$ cat config.mk
export PLATFORM = sky130hd
export DESIGN_NAME = az_sample_accumulator
export DESIGN_NICKNAME = d
export VERILOG_FILES = /design/src/rtl/az_sample_accumulator.sv
export SDC_FILE = /design/constraint.sdc
export NUM_CORES = 1
export LEC_CHECK = 0
export BUFFER_PORTS_ARGS = -buffer_cell sky130_fd_sc_hd__clkbuf_2
export CAP_MARGIN = 10
export CORE_MARGIN = 2
export CORE_UTILIZATION = 35
export CTS_CLUSTER_SIZE = 20
export DETAILED_ROUTE_END_ITERATION = 6
export PLACE_DENSITY_LB_ADDON = 0.25
export SYNTH_ARGS = -nofsm -noshare
export SYNTH_HDL_FRONTEND = slang
export SYNTH_SLANG_ARGS = --single-unit
$ cat constraint.sdc
create_clock -name clk -period 3.8 [get_ports clk]
set_input_delay 0.76 -clock clk [delete_from_list [all_inputs] [get_ports clk]]
set_output_delay 0.76 -clock clk [all_outputs]
set_load 0.02 [all_outputs]
$ cat src/rtl/az_sample_accumulator.sv
// Auto-zero sample accumulator: sums ADC samples over HI then LO windows and publishes sums, counts and saturated HI-LO.
// Result regs load 2 clocks after lo_window is first sampled low; no backpressure, result_valid is a 1-cycle strobe.
module az_sample_accumulator #(
  parameter int DATA_W = 24,
  parameter int ACC_W  = 48,
  parameter int CNT_W  = 24
) (
  input  logic                     clk,
  input  logic                     reset_n,
  input  logic                     hi_window,
  input  logic                     lo_window,
  input  logic                     adc_valid,
  input  logic signed [DATA_W-1:0] adc_data,
  input  logic                     clear_err,
  output logic signed [ACC_W-1:0]  hi_sum,
  output logic signed [ACC_W-1:0]  lo_sum,
  output logic signed [ACC_W-1:0]  diff,
  output logic [CNT_W-1:0]         hi_count,
  output logic [CNT_W-1:0]         lo_count,
  output logic                     result_valid,
  output logic [7:0]               result_seq,
  output logic                     sat_flag,
  output logic                     protocol_err,
  output logic [2:0]               state_mon
);

  typedef enum logic [2:0] {
    IDLE    = 3'd0,
    HI_ACC  = 3'd1,
    WAIT_LO = 3'd2,
    LO_ACC  = 3'd3,
    PUBLISH = 3'd4
  } state_t;

  localparam logic [ACC_W-1:0] ACC_MAX = {1'b0, {(ACC_W-1){1'b1}}};
  localparam logic [ACC_W-1:0] ACC_MIN = {1'b1, {(ACC_W-1){1'b0}}};
  localparam logic [CNT_W-1:0] CNT_ONE = CNT_W'(1);

  state_t           state;
  logic [ACC_W-1:0] hi_acc;
  logic [ACC_W-1:0] lo_acc;
  logic [CNT_W-1:0] hi_cnt;
  logic [CNT_W-1:0] lo_cnt;
  logic             pair_sat;

  logic [ACC_W-1:0] sample_ext;
  logic [ACC_W-1:0] first_acc;
  logic [CNT_W-1:0] first_cnt;
  logic [ACC_W:0]   hi_wide;
  logic [ACC_W:0]   lo_wide;
  logic [ACC_W:0]   diff_wide;
  logic             hi_ovf;
  logic             lo_ovf;
  logic             diff_ovf;
  logic [ACC_W-1:0] hi_step;
  logic [ACC_W-1:0] lo_step;
  logic [ACC_W-1:0] diff_val;
  logic             hi_cnt_max;
  logic             lo_cnt_max;
  logic             both_windows;

  // One extra guard bit: overflow shows up as the top two bits disagreeing.
  always_comb begin
    sample_ext   = {{(ACC_W-DATA_W){adc_data[DATA_W-1]}}, adc_data};
    first_acc    = adc_valid ? sample_ext : '0;
    first_cnt    = adc_valid ? CNT_ONE : '0;

    hi_wide      = {hi_acc[ACC_W-1], hi_acc} + {sample_ext[ACC_W-1], sample_ext};
    hi_ovf       = hi_wide[ACC_W] ^ hi_wide[ACC_W-1];
    hi_step      = hi_ovf ? (hi_wide[ACC_W] ? ACC_MIN : ACC_MAX) : hi_wide[ACC_W-1:0];

    lo_wide      = {lo_acc[ACC_W-1], lo_acc} + {sample_ext[ACC_W-1], sample_ext};
    lo_ovf       = lo_wide[ACC_W] ^ lo_wide[ACC_W-1];
    lo_step      = lo_ovf ? (lo_wide[ACC_W] ? ACC_MIN : ACC_MAX) : lo_wide[ACC_W-1:0];

    diff_wide    = {hi_acc[ACC_W-1], hi_acc} - {lo_acc[ACC_W-1], lo_acc};
    diff_ovf     = diff_wide[ACC_W] ^ diff_wide[ACC_W-1];
    diff_val     = diff_ovf ? (diff_wide[ACC_W] ? ACC_MIN : ACC_MAX) : diff_wide[ACC_W-1:0];

    hi_cnt_max   = &hi_cnt;
    lo_cnt_max   = &lo_cnt;
    both_windows = hi_window & lo_window;
  end

  assign state_mon = state;

  always_ff @(posedge clk or negedge reset_n) begin
    if (!reset_n) begin
      state        <= IDLE;
      hi_acc       <= '0;
      lo_acc       <= '0;
      hi_cnt       <= '0;
      lo_cnt       <= '0;
      pair_sat     <= 1'b0;
      hi_sum       <= '0;
      lo_sum       <= '0;
      diff         <= '0;
      hi_count     <= '0;
      lo_count     <= '0;
      result_valid <= 1'b0;
      result_seq   <= '0;
      sat_flag     <= 1'b0;
      protocol_err <= 1'b0;
    end else begin
      result_valid <= 1'b0;
      if (clear_err) begin
        protocol_err <= 1'b0;
      end

      // A window overlap aborts whatever pair is in flight; the set overrides clear_err.
      if (both_windows) begin
        protocol_err <= 1'b1;
        state        <= IDLE;
      end else begin
        case (state)
          IDLE: begin
            if (hi_window) begin
              hi_acc   <= first_acc;
              hi_cnt   <= first_cnt;
              pair_sat <= 1'b0;
              state    <= HI_ACC;
            end
          end

          HI_ACC: begin
            if (!hi_window) begin
              state <= WAIT_LO;
            end else if (adc_valid) begin
              hi_acc <= hi_step;
              if (hi_ovf) begin
                pair_sat <= 1'b1;
              end
              if (hi_cnt_max) begin
                pair_sat <= 1'b1;
              end else begin
                hi_cnt <= hi_cnt + CNT_ONE;
              end
            end
          end

          WAIT_LO: begin
            if (lo_window) begin
              lo_acc <= first_acc;
              lo_cnt <= first_cnt;
              state  <= LO_ACC;
            end else if (hi_window) begin
              hi_acc   <= first_acc;
              hi_cnt   <= first_cnt;
              pair_sat <= 1'b0;
              state    <= HI_ACC;
            end
          end

          LO_ACC: begin
            if (!lo_window) begin
              state <= PUBLISH;
            end else if (adc_valid) begin
              lo_acc <= lo_step;
              if (lo_ovf) begin
                pair_sat <= 1'b1;
              end
              if (lo_cnt_max) begin
                pair_sat <= 1'b1;
              end else begin
                lo_cnt <= lo_cnt + CNT_ONE;
              end
            end
          end

          PUBLISH: begin
            hi_sum       <= hi_acc;
            lo_sum       <= lo_acc;
            diff         <= diff_val;
            hi_count     <= hi_cnt;
            lo_count     <= lo_cnt;
            sat_flag     <= pair_sat | diff_ovf;
            result_valid <= 1'b1;
            result_seq   <= result_seq + 8'd1;
            // An immediately following HI window starts here so its first sample is not lost.
            if (hi_window) begin
              hi_acc   <= first_acc;
              hi_cnt   <= first_cnt;
              pair_sat <= 1'b0;
              state    <= HI_ACC;
            end else begin
              state <= IDLE;
            end
          end

          default: begin
            state <= IDLE;
          end
        endcase
      end
    end
  end

endmodule

==> results of run 1 <==
## state kept, by name, summed over array words and instances, names as in the netlist, 24 cells and up
signal	count
hi_count	24
lo_cnt	24
hi_cnt	24
lo_sum	48
lo_count	24
hi_sum	48
diff	48
hi_acc	48
lo_acc	48
## report_power, final
group	internal (mW)	switching, mW	leakage, nW	total, mW
clock	3.12	1.86	0.849	4.98
combinational	6.02	8.48	8.95	14.5
sequential	4.74	0.899	4.51	5.64
total	13.9	11.2	14.3	25.1
## layer usage
layer	GRT usage (%)	vias to the layer above	part of all wire (%)
li1	-	11000	-
met1	33.24	10698	47
met2	36.94	707	44
met3	4.573	104	6.8
met4	6.275	0	2.4
met5	0	-	0
## path summary, 6_finish.rpt
kind                                endpoint  slack, ns
worst max-delay path                diff[41]       0.19
worst min-delay path                diff[41]       0.23
worst max register to register      diff[41]       0.19
worst min register to register  hi_count[18]       0.47
max in group asynchronous          lo_acc[0]       2.54
min in group clk                protocol_err       0.36
## cell usage after synthesis, types with 17 or more instances
| library cell | instances |
|---|---|
| nor2_1 | 179 |
| or3_1 | 21 |
| a21o_1 | 60 |
| nor2b_1 | 17 |
| a211oi_1 | 21 |
| nor3_1 | 37 |
| o21bai_1 | 30 |
| and3_1 | 19 |
| nand2b_1 | 17 |
| nand2_1 | 569 |
| buf_2 | 28 |
| a31oi_1 | 44 |
| clkbuf_1 | 112 |
| a22oi_1 | 34 |
| xnor2_1 | 98 |
| inv_1 | 96 |
| o21a_1 | 26 |
| nand3_1 | 71 |
| dfrtp_1 | 351 |
| ha_1 | 147 |
| o211ai_1 | 18 |
| o21ai_0 | 223 |
| a21oi_1 | 264 |
| nand4_1 | 40 |
| xor2_1 | 62 |
| o21ai_1 | 17 |
## metrics by stage
stage	utilization [%]	power, mW
global route	44.89	26.88
CTS	44.82	25.10
detailed placement	42.20	19.99
global placement	42.20	19.98
floorplan	-	14.33
finish	44.89	25.12
## repair_timing
item | 4_1_cts | 5_1_grt
hold endpoints to repair | 0 | 0
resized for setup | 0 | 9
endpoints found under the setup margin | 0 | 53
buffers inserted | 0 | 0
hold buffers | 0 | 0
## logic make-up (layout without fill, tap and decap cells)
| family | after synthesis | after routing | share of synthesized area [%] |
|---|---|---|---|
| buf+inv | 252 | 761 | 4.410 |
| fa+ha+maj | 159 | 159 | 8.494 |
| mux | 3 | 3 | 0.1388 |
| xor+xnor | 165 | 165 | 6.374 |
| compound gates | 880 | 880 | 23.97 |
| simple gates | 1024 | 1024 | 19.14 |
| other cells | 0 | 1 | 0 |
| flops | 351 | 351 | 37.48 |
## layout make-up
type	instances	area [um^2]	share of cell area (%)
antenna	1	2.502	0.008449
inverter	96	362.8	1.225
clock inverter	25	461.7	1.559
sequential	351	8785	29.66
clock buffer	59	1269	4.284
multi-input combinational	2231	13700	46.25
tap	864	1081	3.650
timing repair buffer	581	3959	13.37
## placed cells by master, fill, tap and decap left out, types with 10 or more instances in the layout
cell / count
nand2_1: 569
dfrtp_1: 350
buf_4: 332
a21oi_1: 262
clkbuf_2: 234
o21ai_0: 223
nor2_1: 178
ha_1: 147
xnor2_1: 98
inv_1: 93
nand3_1: 70
xor2_1: 62
a21o_1: 59
clkbuf_16: 45
a31oi_1: 44
nand4_1: 40
nor3_1: 37
a22oi_1: 34
o21bai_1: 30
o21a_1: 25
a211oi_1: 21
or3_1: 21
and3_1: 19
o211ai_1: 18
nand2b_1: 17
nor2b_1: 17
o21ai_1: 16
buf_12: 14
a21boi_0: 13
o22ai_1: 12
a221oi_1: 12
bufinv_16: 11
and2_1: 10
==> flow_summary.yaml, run 1 <==
global_route:
  first_global_vias: 21952
  grt_pass1_wl_um: 128600
  overflow: 0
  grt_use_total_pct: 23.61
  grt_max_degree: 172
  antenna_found_initial: 1
worst_setup_path:
  crit_buf_inv: 2
  slowest_stage: "dfrtp_1"
  timing.critical_path.to_type: "flop"
  critPathTopFamily: "compound AO/OA/AOI/OAI gates"
  start_kind: "flop"
  r2r_start: "lo_acc[17]"
  cp.required_ns: 4.31
  path_max_fanout: 6
  crit_path_start: "lo_acc[17]"
  critPathKind: "flop to flop"
  path_depth: 13
  arrival_ns: 4.12
  max_stage_delay_ns: 0.42
  path_cells: "inv_1 -> ha_1 -> nand2_1 -> o21a_1 -> o221ai_1 -> a221o_1 -> o211ai_2 -> nand3_2 -> buf_4 -> or4_1 -> and4_1 -> maj3_1 -> o21ai_1"
  worstRegToRegCells: 13
layout:
  drive_gt1_share_pct: 21.75
  design_area_um2: 29620
  final_nets: 3486
  final_cells: 4208
  syn_to_final_growth_pct: 26.37
  n_fill_cell: 6635
synthesis:
  ys.flop_type: "dfrtp_1"
  synth_top_area_cell: "dfrtp_1"
  async_flop_share_pct: 100.0
  ys_ff_latch: 351
  synth_area_um2: 23440
  ys_top_cells_by_area: "dfrtp_1 37%, nand2_1 9.1%, ha_1 7.8%"
  seq_area_frac_synth_pct: 37.48
  yosysWarnings: 0
  yosysTopAreaCellShare_pct: 37.48
  ys_types: 99
  synth_edf_count: 0
  avgSynthCellArea_um2: 8.270
  syn_inst: 2834
  syn_nets: 3014
clock_tree:
  path_clk_slew_ns: 0.06
  clock_tree.root_cell: "clkbuf_16"
  clock_latency_ns: 0.61
  cts_sinks: 351
  clockBufferDepth: 3
  cts_inserted_buffers: 45
  h-tree-depth: 2
  cts_tree: "built"
sta:
  worst_hold_slack_ns: 0.2284
  finalSetupTns_ns: 0
  finalHoldViolCount: 0
  skew_ns: 0.02604
  rsz0062_at_grt: "yes"
  fin_ws_ns: 0.1903
  post-route-min-period_ns: 3.610
  drv_slew: 0
  tightest_slew_ns: 0.8638
  fmax_mhz: 277.0
  fin_crit_sh_pct: 94.99
  relSlewSlack_pct: 42.41
  setup_violations: 0
flow_run:
  drv_cap: 0
detailed_routing:
  wl_per_cell_um: 19.64
  drt-pass1-iter-count: 6
  viasPerCell: 5.349
  vias: 22509
  first_iter_violations: 1702
  ant_nets: 0
  drc: 0
  routed_wl_um: 82650
die:
  initial_core_util_pct: 35.52
  io_pins: 236
  core_um2: 65980
  die_width_um: 262.8
  die_h_um: 262.8
  num_rows: 94
  die_area_um2: 69050
place:
  dp_hpwl_um: 64410
  dp_slack_ns: -0.2106
  place_congestion: 0.9403
  place_area_um2: 27840
  dp_cells: 4123
  port_buffers: 235
outcome:
  run_status: "finished clean"
power_and_ir_drop:
  leakage_nw: 14.30
  power.density_nw_per_um2: 848.0
  ir_drop_mv: 0.4415
worst_hold_path:
  hold_path.class: "input port to async pin"
Note: power is estimated with default switching activity, not from simulation.
==> run 2: changes to the inputs <==
--- a/config.mk
+++ b/config.mk
@@ -8,7 +8,7 @@
 export BUFFER_PORTS_ARGS = -buffer_cell sky130_fd_sc_hd__clkbuf_2
 export CAP_MARGIN = 10
 export CORE_MARGIN = 2
-export CORE_UTILIZATION = 35
+export CORE_UTILIZATION = 60
 export CTS_CLUSTER_SIZE = 20
 export DETAILED_ROUTE_END_ITERATION = 6
 export PLACE_DENSITY_LB_ADDON = 0.25
==> run 2 against run 1 <==
Net effect:
- power decreased by 4.2%
- critical path type unchanged
- clock skew shrank 0.0021 ns
- global-route usage rose by 16 points
- fmax down 3.6%
- register-to-register slack worse by 0.14 ns
- count of clock-buffer cells in the layout stayed put
- design area down 3.6%
- non-clock buffer count is 36 lower
- critical path depth rose by 1
- hold slack lost 0.040 ns
- final cell count decreased by 9.4%
- sequential share of layout area up 1.1 points
==> flow_summary.yaml, run 2 (same netlist as run 1, synthesis figures left out) <==
worst_hold_path:
  hold_path.class: "input port to async pin"
place:
  place_congestion: 0.9770
  place_area_um2: 27120
  dp_hpwl_um: 61690
  dp_slack_ns: -0.1863
  port_buffers: 235
  dp_cells: 3741
flow_run:
  drv_cap: 0
power_and_ir_drop:
  power.density_nw_per_um2: 842.9
  p_clk_share_pct: 17.5
  power_frac_comb_pct: 58.7
  ir_drop_mv: 0.6079
  p_int_mw: 13.01
  swShare_pct: 45.95
  power_frac_seq_pct: 23.8
  switching_power_mw: 11.06
  leakage_nw: 13.97
layout:
  antenna_cells: 0
  design_area_um2: 28560
  final_common_cell: "nand2_1"
  layout_common_cells: "569 x nand2_1, 350 x dfrtp_1, 295 x buf_4"
  final_nets: 3445
  n_fill_cell: 2933
  final_cells: 3811
  drive_gt1_share_pct: 20.32
  syn_to_final_growth_pct: 21.86
detailed_routing:
  drt-pass1-iter-count: 7
  wl_per_cell_um: 21.28
  routed_wl_um: 81110
  viasPerCell: 6.279
  vias: 23930
  ant_nets: 0
  drc: 0
  first_iter_violations: 2248
die:
  die_area_um2: 40660
  num_rows: 72
  initial_core_util_pct: 60.78
  die_width_um: 201.6
  core_um2: 38560
  die_h_um: 201.6
  io_pins: 236
worst_setup_path:
  max_stage_delay_ns: 0.51
  crit_path_start: "lo_acc[4]"
  cp.required_ns: 4.29
  path_cells: "inv_1 -> ha_1 -> and2_1 -> o211ai_1 -> a211o_1 -> a2111oi_2 -> buf_4 -> o211ai_2 -> nand3_2 -> a31o_2 -> xor2_4 -> buf_4 -> a21oi_1 -> o21ai_0"
  setup.worst_path.end: "diff[44]"
  reg2reg_slack_ns: 0.05
  critical_path.reg2reg.endpoint: "diff[44]"
  path_common_cell: "buf_4"
  worstRegToRegCells: 14
  path_depth: 14
  timing.critical_path.to_type: "flop"
  crit_buf_inv: 3
  path_max_fanout: 17
  arrival_ns: 4.23
  critPathTopFamily: "compound AO/OA/AOI/OAI gates"
  slowest_stage: "a2111oi_2"
  r2r_start: "lo_acc[4]"
  critPathKind: "flop to flop"
  start_kind: "flop"
clock_tree:
  cts_sinks: 351
  post_cts_buffers: 0
  cts_tree: "built"
  ctsResizeCount: 0
  clock_latency_ns: 0.60
  h-tree-depth: 2
  path_clk_slew_ns: 0.06
  hold_buffers: 0
  clock_tree.root_cell: "clkbuf_16"
  cts_inserted_buffers: 40
  clockBufferDepth: 3
sta:
  skew_ns: 0.02394
  fin_crit_sh_pct: 98.58
  setup_violations: 0
  finalSetupTns_ns: 0
  relSlewSlack_pct: 47.05
  rsz0062_at_grt: "yes"
  worst_hold_slack_ns: 0.1887
  drv_slew: 0
  finalHoldViolCount: 0
  fin_ws_ns: 0.05394
  post-route-min-period_ns: 3.746
  fmax_mhz: 266.9
  tightest_slew_ns: 0.7943
global_route:
  grt_use_total_pct: 39.34
  grt_max_degree: 127
  antenna_found_initial: 0
  grt_pass1_wl_um: 127100
  overflow: 0
  first_global_vias: 23299
outcome:
  run_status: "finished clean"
[run 2: worst min path at each step]
| stage | start | endpoint | slack (ns) | depth (start not counted) |
|---|---|---|---|---|
| 3_3_place_gp | lo_count[16] | lo_count[16] | 0.46 | 2 |
| 5_1_grt | reset_n | result_seq[3] | 0.25 | 1 |
| 4_1_cts | reset_n | hi_acc[37] | 0.22 | 1 |
| 3_5_place_dp | hi_sum[40] | hi_sum[40] | 0.46 | 2 |
| 6_report | reset_n | result_seq[3] | 0.19 | 1 |
| 2_1_floorplan | reset_n | diff[0] | 0.46 | 0 |
[run 2: power groups by stage]
stage	clock network (mW)	logic (mW)	registers, mW
after floorplan	0	8.18	6.14
after global placement	0	13.4	5.70
after detailed placement	0	13.7	5.72
after CTS	4.22	13.8	5.68
after global routing	4.38	15.3	5.81
final	4.22	14.1	5.74
[run 2: final cells by class]
cell class / instances / area [um^2] / share of cell area, %
clock buffers: 59 / 1182 / 4.140
clock inverters: 11 / 235.2 / 0.8237
inverters: 96 / 361.6 / 1.266
multi-input cells: 2231 / 13660 / 47.84
flip-flops and latches: 351 / 8785 / 30.76
well taps: 518 / 648.1 / 2.269
repair buffers: 545 / 3684 / 12.90
[run 2: layer usage]
| metal | track usage [%] | vias to the layer above | share of wire, % |
|---|---|---|---|
| met5 | 0 | - | 0 |
| met4 | 14.60 | 0 | 3.4 |
| met3 | 6.284 | 199 | 8.4 |
| met2 | 62.89 | 1291 | 46 |
| met1 | 54.17 | 11555 | 42 |
| li1 | - | 10885 | - |
[run 2: metrics by stage]
step	utilization, %	total power, mW
2_1_floorplan	-	14.33
3_3_place_gp	70.35	19.09
3_5_place_dp	70.35	19.42
4_1_cts	74.03	23.72
5_1_grt	74.07	25.49
6_report	74.07	24.07
[run 2: worst reg2reg max path: cells and delay by family, from the launching register on]
family / cells / cell delay, ns
adder cells (fa/ha/maj): 1 / 0.40
buffers and inverters: 3 / 0.62
AO/OA/AOI/OAI: 7 / 1.70
XOR/XNOR: 1 / 0.26
AND/OR/NAND/NOR: 2 / 0.31
flip-flops: 1 / 0.36
==> run 3: changes to the inputs <==
--- a/config.mk
+++ b/config.mk
@@ -5,6 +5,7 @@
 export SDC_FILE = /design/constraint.sdc
 export NUM_CORES = 1
 export LEC_CHECK = 0
+export ABC_AREA = 1
 export BUFFER_PORTS_ARGS = -buffer_cell sky130_fd_sc_hd__clkbuf_2
 export CAP_MARGIN = 10
 export CORE_MARGIN = 2
@@ -12,6 +13,8 @@
 export CTS_CLUSTER_SIZE = 20
 export DETAILED_ROUTE_END_ITERATION = 6
 export PLACE_DENSITY_LB_ADDON = 0.25
+export RECOVER_POWER = 100
+export SKIP_LAST_GASP = 1
 export SYNTH_ARGS = -nofsm -noshare
 export SYNTH_HDL_FRONTEND = slang
 export SYNTH_SLANG_ARGS = --single-unit
==> run 3 against run 2 <==
Net effect:
- non-clock buffer count fell by 269
- global-route usage rose by 2.7 points
- critical endpoint is now hi_sum[17]
- fmax rose by 5.6%
- design area rose by 2.8%
- count of clock-buffer cells in the layout fell by 3
- power rose by 35%
- the flow now finishes with violations (design-rule violations, max-capacitance violations, max-slew violations)
- sequential power rose by 21%
- die area rose by 14%
- largest power group unchanged
==> flow_summary.yaml, run 3 <==
layout:
  antenna_cells: 0
  regArea_um2: 8783
  syn_to_final_growth_pct: 9.909
  drive_gt1_share_pct: 4.872
  n_fill_cell: 4297
  final_nets: 4422
  multi_input_area_um2: 15410
  final_cells: 4861
  layout_common_cells: "1257 x nand2_1, 480 x inv_1, 447 x nor2_1"
  final_common_cell: "nand2_1"
synthesis:
  synthAdderAreaFrac_pct: 7.109
  seq_area_frac_synth_pct: 32.87
  yosysWarnings: 0
  ys.flop_type: "dfrtp_1"
  synth_edf_count: 0
  syn_inst: 4024
  synthMuxAreaShare_pct: 0
  async_flop_share_pct: 100.0
  ys_top_cells_by_count: "1249 x nand2_1, 478 x inv_1, 442 x nor2_1"
  avgSynthCellArea_um2: 6.640
  synthXorXnorAreaFrac_pct: 3.639
  synth_area_um2: 26720
  yosysMostFrequentCell: "nand2_1"
  syn_nets: 4204
  synth_compound_area_share_pct: 14.61
  ys_top_cells_by_area: "dfrtp_1 33%, nand2_1 18%, ha_1 6.9%"
  synth_top_family_by_area: "simple AND/OR/NAND/NOR gates"
  yosysTopAreaCellShare_pct: 32.87
  synthSimpleGateAreaFrac_pct: 32.74
  synth_top_area_cell: "dfrtp_1"
  ys_types: 52
  ys_ff_latch: 351
place:
  place_congestion: 1.074
  dp_slack_ns: 0.1529
  dp_cells: 4792
  port_buffers: 235
  dp_hpwl_um: 78820
detailed_routing:
  drc: 17
  routed_wl_um: 98610
  ant_nets: 0
  drt-pass1-iter-count: 7
  wl_per_cell_um: 20.29
  vias: 28459
  first_iter_violations: 3554
  viasPerCell: 5.855
clock_tree:
  hold_buffers: 0
  cts_tree: "built"
  ctsResizeCount: 0
  post_cts_buffers: 0
  cts_inserted_buffers: 40
  cts_sinks: 351
  clock_tree.root_cell: "clkbuf_16"
  h-tree-depth: 2
  path_clk_slew_ns: 0.06
  clock_latency_ns: 0.57
  clockBufferDepth: 3
outcome:
  run_status: "finished, violations left"
  violations: "design-rule violations, max-capacitance violations, max-slew violations"
worst_setup_path:
  r2r_start: "state_mon[0]"
  critPathKind: "flop to flop"
  start_kind: "flop"
  cp.required_ns: 4.29
  crit_path_start: "state_mon[0]"
  arrival_ns: 4.04
  path_max_fanout: 24
  timing.critical_path.to_type: "flop"
  worstRegToRegCells: 6
global_route:
  overflow: 0
  grt_max_degree: 101
  first_global_vias: 26572
  grt_use_total_pct: 42.02
  antenna_found_initial: 0
  grt_pass1_wl_um: 151000
sta:
  fin_crit_sh_pct: 93.38
  skew_ns: 0.02283
  finalHoldViolCount: 0
  drv_slew: 99
  post-route-min-period_ns: 3.548
  relSlewSlack_pct: -84.16
  tightest_slew_ns: 2.762
  fin_ws_ns: 0.2517
  finalSetupTns_ns: 0
  rsz0062_at_grt: "no"
  setup_violations: 0
  fmax_mhz: 281.8
power_and_ir_drop:
  ir_drop_mv: 0.5985
  leakage_nw: 14.42
  power.density_nw_per_um2: 1105
flow_run:
  drv_cap: 3
die:
  die_h_um: 215.0
  die_area_um2: 46230
  initial_core_util_pct: 60.55
  io_pins: 236
  num_rows: 77
  die_width_um: 215.0
  core_um2: 44120
worst_hold_path:
  hold_path.class: "input port to flop"
  holdPathStages: 2
  hp-start: "clear_err"
==> run 3: cell count changes after synthesis, sizes merged, moves of 34 or more <==
| cell | delta |
|---|---|
| nand4 | +34 |
| a21oi | +76 |
| nand3 | +114 |
| inv | +407 |
| clkbuf | -53 |
| xnor2 | -45 |
| nor2 | +286 |
| nand2 | +706 |
| a21o | -54 |
==> run 3: layout make-up <==
| cell class | instances | share of cell area, % |
|---|---|---|
| repair buffers | 276 | 4.214 |
| well taps | 592 | 2.522 |
| flip-flops and latches | 351 | 29.91 |
| clock inverters | 13 | 0.6476 |
| clock buffers | 56 | 3.788 |
| inverters | 503 | 6.455 |
| multi-input cells | 3070 | 52.46 |
==> run 3: logic make-up after synthesis <==
| family | after synthesis |
|---|---|
| AND/OR/NAND/NOR | 2097 |
| XOR/XNOR | 111 |
| flip-flops | 351 |
| AO/OA/AOI/OAI | 712 |
| buffers and inverters | 603 |
| adder cells (fa/ha/maj) | 150 |
==> run 3: critical path: stages, from the launching register on <==
cell and delay (ns):
dfrtp_1 0.46, nor2_1 0.18, inv_2 0.06, nor3_1 1.10, clkbuf_1 1.16, nand2_1 0.34
nand2_1 0.16
==> run 3: routing by layer <==
layer,part of all wire (%),GRT usage [%]
met1,42,58.55
met2,43,63.05
met3,10,7.827
met4,5.5,20.64
met5,0,0
==> run 3: worst paths after layout <==
kind	to	slack (ns)
max	hi_sum[17]	0.25
min	protocol_err	0.38
max reg2reg	hi_sum[17]	0.25
min reg2reg	hi_sum[10]	0.47
max in group asynchronous	hi_count[18]	0.78
min in group asynchronous	lo_sum[25]	1.07
==> run 3: where the power goes <==
group          internal [mW]  total [mW]  switching, mW
clock network           2.32        3.94           1.62
logic                   6.50        21.5           15.0
registers               5.35        6.95           1.60
==> run 3: through the flow <==
stage                     hold slack (ns)  instance area (um^2)  power [mW]  util [%]
after global placement             0.4531                 28520       27.87     64.63
after floorplan                    0.4426                 26720       21.25         -
after global routing               0.3797                 29370       34.61     66.55
after detailed placement           0.4585                 28520       28.07     64.63
after CTS                          0.2755                 29820       32.18     67.59
final                              0.3785                 29370       32.44     66.55
